<file path="src/rtl/vend_dispense_ctrl.sv">
// Dispense sequencer behind the vending FSM: queues vend and change requests, times the
// bottle motor and the Rs5 hopper solenoid, and tracks bottle stock with refund on sell-out.
module vend_dispense_ctrl #(
  parameter int MOTOR_CYCLES = 8,
  parameter int HOPPER_ON    = 4,
  parameter int HOPPER_GAP   = 4,
  parameter int STOCK_INIT   = 16,
  parameter int STOCK_W      = 5,
  parameter int PEND_W       = 4
) (
  input  logic               clk,
  input  logic               rst,
  input  logic               vend_in,
  input  logic [1:0]         change_in,
  input  logic               restock,
  output logic               motor_en,
  output logic               hopper_en,
  output logic [STOCK_W-1:0] stock,
  output logic               sold_out,
  output logic               busy,
  output logic               err_ovf
);

  // state   | meaning
  // IDLE    | waiting; dispatches a pending vend first, otherwise a pending coin
  // MOTOR   | motor_en held high for MOTOR_CYCLES
  // HOP_ON  | hopper_en held high for HOPPER_ON (exactly one Rs5 coin)
  // HOP_GAP | hopper settle time of HOPPER_GAP cycles before returning to IDLE
  typedef enum logic [1:0] {ST_IDLE, ST_MOTOR, ST_HOP_ON, ST_HOP_GAP} state_t;

  localparam int T_MAX = (MOTOR_CYCLES > HOPPER_ON)
                         ? ((MOTOR_CYCLES > HOPPER_GAP) ? MOTOR_CYCLES : HOPPER_GAP)
                         : ((HOPPER_ON > HOPPER_GAP) ? HOPPER_ON : HOPPER_GAP);
  localparam int TMR_W = (T_MAX > 1) ? $clog2(T_MAX) : 1;
  localparam int CMP_W = (STOCK_W > PEND_W) ? STOCK_W : PEND_W;
  localparam int SUM_W = PEND_W + 3;

  localparam logic [TMR_W-1:0]   T_MOTOR    = TMR_W'(MOTOR_CYCLES - 1);
  localparam logic [TMR_W-1:0]   T_HOP_ON   = TMR_W'(HOPPER_ON - 1);
  localparam logic [TMR_W-1:0]   T_HOP_GAP  = TMR_W'(HOPPER_GAP - 1);
  localparam logic [STOCK_W-1:0] STOCK_LOAD = STOCK_W'(STOCK_INIT);
  localparam logic [PEND_W-1:0]  PEND_FULL  = '1;
  localparam logic [SUM_W-1:0]   PEND_MAX   = SUM_W'(PEND_FULL);

  state_t             state;
  logic [TMR_W-1:0]   timer;
  logic [PEND_W-1:0]  pend_vend;
  logic [PEND_W-1:0]  pend_coin;

  logic               vend_acc;
  logic               refund;
  logic [2:0]         coin_add;
  logic               start_vend;
  logic               start_coin;
  logic [SUM_W-1:0]   vend_sum;
  logic [SUM_W-1:0]   coin_sum;
  logic               vend_sat;
  logic               coin_sat;

  // A vend is only accepted if a bottle remains beyond those already queued,
  // so stock can never be driven below zero by the motor path.
  always_comb begin
    vend_acc   = vend_in && (CMP_W'(stock) > CMP_W'(pend_vend));
    refund     = vend_in && !vend_acc;
    coin_add   = refund ? 3'd3 : 3'd0;
    case (change_in)
      2'b01:   coin_add = coin_add + 3'd1;
      2'b10:   coin_add = coin_add + 3'd2;
      default: coin_add = coin_add;
    endcase
    start_vend = (state == ST_IDLE) && (pend_vend != '0);
    start_coin = (state == ST_IDLE) && (pend_vend == '0) && (pend_coin != '0);
    vend_sum   = SUM_W'(pend_vend) + SUM_W'(vend_acc) - SUM_W'(start_vend);
    coin_sum   = SUM_W'(pend_coin) + SUM_W'(coin_add) - SUM_W'(start_coin);
    vend_sat   = vend_sum > PEND_MAX;
    coin_sat   = coin_sum > PEND_MAX;
  end

  always_ff @(posedge clk) begin
    if (rst) begin
      state     <= ST_IDLE;
      timer     <= '0;
      pend_vend <= '0;
      pend_coin <= '0;
      stock     <= STOCK_LOAD;
      motor_en  <= 1'b0;
      hopper_en <= 1'b0;
      err_ovf   <= 1'b0;
    end else begin
      err_ovf   <= err_ovf | vend_sat | coin_sat | (change_in == 2'b11);
      pend_vend <= vend_sat ? PEND_FULL : vend_sum[PEND_W-1:0];
      pend_coin <= coin_sat ? PEND_FULL : coin_sum[PEND_W-1:0];

      if (restock)
        stock <= STOCK_LOAD - STOCK_W'(start_vend);
      else if (start_vend)
        stock <= stock - STOCK_W'(1);

      case (state)
        ST_IDLE: begin
          if (start_vend) begin
            state    <= ST_MOTOR;
            motor_en <= 1'b1;
            timer    <= T_MOTOR;
          end else if (start_coin) begin
            state     <= ST_HOP_ON;
            hopper_en <= 1'b1;
            timer     <= T_HOP_ON;
          end
        end
        ST_MOTOR: begin
          if (timer == '0) begin
            state    <= ST_IDLE;
            motor_en <= 1'b0;
          end else begin
            timer <= timer - TMR_W'(1);
          end
        end
        ST_HOP_ON: begin
          if (timer == '0) begin
            state     <= ST_HOP_GAP;
            hopper_en <= 1'b0;
            timer     <= T_HOP_GAP;
          end else begin
            timer <= timer - TMR_W'(1);
          end
        end
        ST_HOP_GAP: begin
          if (timer == '0)
            state <= ST_IDLE;
          else
            timer <= timer - TMR_W'(1);
        end
        default: begin
          state     <= ST_IDLE;
          motor_en  <= 1'b0;
          hopper_en <= 1'b0;
        end
      endcase
    end
  end

  assign sold_out = (stock == '0);
  assign busy     = (state != ST_IDLE) || (pend_vend != '0) || (pend_coin != '0);

endmodule

</file>
<file path="config.mk">
export PLATFORM = sky130hd
export DESIGN_NAME = vend_dispense_ctrl
export DESIGN_NICKNAME = d
export VERILOG_FILES = /design/src/rtl/vend_dispense_ctrl.sv
export SDC_FILE = /design/constraint.sdc
export NUM_CORES = 1
export LEC_CHECK = 0
export ABC_AREA = 1
export CORE_ASPECT_RATIO = 0.5
export CORE_UTILIZATION = 57
export DETAILED_ROUTE_END_ITERATION = 12
export PLACE_DENSITY = 0.91
export SETUP_SLACK_MARGIN = 0.15
export SLEW_MARGIN = 20
export SYNTH_ARGS = -nofsm -noshare
export SYNTH_HDL_FRONTEND = slang
export SYNTH_SLANG_ARGS = --single-unit
</file>
<file path="constraint.sdc">
create_clock -name clk -period 3.6 [get_ports clk]
set_input_delay 0.72 -clock clk [delete_from_list [all_inputs] [get_ports clk]]
set_output_delay 0.72 -clock clk [all_outputs]
set_load 0.01 [all_outputs]
</file>
==> metrics.yaml <==
place:
  portBuffers: 15
  hpwl_um: 2570
  postPlaceCellArea_um2: 1790
  place_ws_ps: 70.2
  dp.cells: 279
  gp_congestion: 0.866
yosys:
  synth_cells: 228
  synth_area_leaders: "dfxtp_1, ha_1, inv_1, nor2_1, nand2_1"
  synth_mux_area_frac: 0
  yosys.area_share.simple: 0.266
  synth_top_family_by_area: "simple AND/OR/NAND/NOR gates"
  synth.most_common_cell: "inv_1"
  synth.distinct_cells: 24
  synth_top_area_share: 0.263
  synthArstFlopShare: 0
  synth_top_cell_by_area: "dfxtp_1"
  synth-main-ff-cell: "dfxtp_1"
  synthAdderAreaFrac: 0.236
  syn_avg_cell_area_um2: 7.01
  synth_edf_count: 0
  netlist_top_cells_count: "inv_1, nor2_1, nand2_1"
  synth_compound_area_frac: 0.0987
  seq_area_frac_synth: 0.263
  ys_warn_count: 0
  syn_nets: 263
  synth-xor-area-share: 0.0219
  ys_ff_latch: 21
  syn-cell-area_um2: 1600
sta:
  setup_viol: 0
  finalClockSkew_ps: 4.13
  relSlewSlack: 0.632
  slew_violations: 0
  fin_ws_ps: 381
  rsz0062_at_grt: "no"
  post-route-min-period_ps: 3220
  fin_setup_tns_ps: 0
  finalCritPeriodShare: 0.894
  worst_pin_slew_ps: 550
  fmax_mhz: 311
  hold_viol: 0
floorplanning:
  coreArea_um2: 2620
  dieArea_um2: 3030
  start_util: 0.610
  pin_count: 16
  dieWidth_um: 76.9
  die_y_um: 39.4
  row_count: 13
pwr:
  cellLeakagePower_nw: 0.959
  peakVddDrop_uv: 559
  power_density_nw_per_um2: 980
global_routing:
  grt_pass1_vias: 1342
  grt_max_degree: 15
  grt_usage: 0.232
  grt_overflow: 0
  grt_pass1_wl_um: 5350
  antenna_found_initial: 0
layout:
  syn_to_final_growth_pct: 15.3
  drive_above_1_share: 0.0528
  fin_area_um2: 1840
  nNetsFinal: 282
  fillCellCount: 202
  utilization: 0.703
  final_cells: 283
  antenna_cells: 0
critical_path:
  crit_path_start_kind: "primary input"
  worst-r2r-cell-count: 21
  crit_arrival_ps: 3360
  crit_fanout: 4
  worstSetupPathType: "in2reg"
  cp-end-kind: "flip-flop"
  required_ps: 3740
clocking:
  cts.path.max_buffers: 2
  cts_setup_buffers: 0
  clkSinkCount: 21
  clock_tree.root_cell: "clkbuf_8"
  cts_hold_buf: 0
  cts_tree: "yes"
  clkTransAtPathRegs_ps: 80
  cts_buffers: 3
  clkLatencyLatePin_ps: 260
  h-tree-depth: 1
route:
  drtPass1Iterations: 4
  drt-total-wl_um: 3210
  ant_nets: 0
  drt_iter0_drc: 67
  num_vias: 1463
  viasPerCell: 5.17
  wl_per_cell_um: 11.3
  route.detailed.drc: 0
run_status:
  status: "finished, final reports clean"
worst_hold_path:
  hp-class: "reg2reg"
  whs_path_depth: 2
flow_run:
  maxCapViolCount: 0
[critical path, cell delays in order]
cell,delay (ps)
clkdlybuf4s50_1,510
inv_1,60
ha_1,320
inv_1,90
nand4_1,90
nand2_1,80
ha_1,220
inv_1,60
ha_1,180
inv_1,60
fa_1,350
inv_1,90
nand3_1,90
nand3_1,140
nand3_2,110
a21oi_1,130
nor2_1,50
[power by group]
group	leakage [nW]	switching, mW	internal, mW
sequential	0.176	0.0751	0.340
clock	0.0255	0.0782	0.0772
combinational	0.758	0.742	0.493
[per-stage QoR]
stage | hold WS, ps | power [mW]
CTS | 482 | 1.79
finish | 480 | 1.81
floorplan | 460 | 1.33
detailed placement | 469 | 1.62
global placement | 458 | 1.56
global route | 509 | 2.02
[layer usage]
layer,global-route usage,share of wire
met1,0.234,0.44
met2,0.502,0.52
met3,0.0535,0.032
met4,0.0673,0.0062
met5,0,0
[repair_timing]
action / 4_1_cts / 5_1_grt
hold endpoints to repair: 0 / 0
endpoints found under the setup margin: 0 / 3
resized for setup: 0 / 1
[cell type report]
type / count / area [µm²] / area share
multi-input combinational: 159 / 1000 / 0.543
tap: 37 / 46.3 / 0.0251
inverter: 47 / 178 / 0.0965
clock inverter: 1 / 5.00 / 0.00272
clock buffer: 3 / 41.3 / 0.0224
sequential: 21 / 420 / 0.228
timing repair buffer: 15 / 150 / 0.0815
[logic make-up after synthesis]
logic type | Yosys count
AND/OR/NAND/NOR | 97
XOR/XNOR | 4
buffers and inverters | 48
flip-flops | 21
adder cells (fa/ha/maj) | 29
AO/OA/AOI/OAI | 29
[worst paths after layout]
kind	startpoint	end	slack, ps
worst min register to register	motor_en	motor_en	480
worst max register to register	pend_vend[2]	pend_coin[2]	480
worst min-delay path	motor_en	motor_en	480
worst max-delay path	change_in[0]	pend_coin[2]	380
[placed cells by master (no fill, tap or decap)]
| cell type | count |
|---|---|
| o2111ai_1 | 1 |
| o21ai_1 | 2 |
| o21ai_0 | 9 |
| fa_1 | 2 |
| nand4_2 | 1 |
| o211ai_1 | 1 |
| nor2_4 | 1 |
| a21oi_1 | 14 |
| dfxtp_1 | 21 |
| xor2_1 | 3 |
| xnor2_1 | 1 |
| clkinv_2 | 2 |
| o31ai_1 | 1 |
| ha_1 | 27 |
| clkbuf_8 | 3 |
| o21ai_2 | 1 |
| nand2_2 | 1 |
| nand3_1 | 17 |
| clkdlybuf4s50_1 | 15 |
| nand4_1 | 5 |
| or2_2 | 1 |
| nor2_2 | 2 |
| nand3_2 | 1 |
| nand2_1 | 30 |
| inv_1 | 46 |
| nor2_1 | 38 |
[flip-flops by register name, summed over array words and instances, names as in the netlist]
name / cells
stock: 5
pend_coin: 4
pend_vend: 4
timer: 3
state: 2
err_ovf: 1
hopper_en: 1
motor_en: 1
No activity file was read; power rests on OpenSTA's default activity.
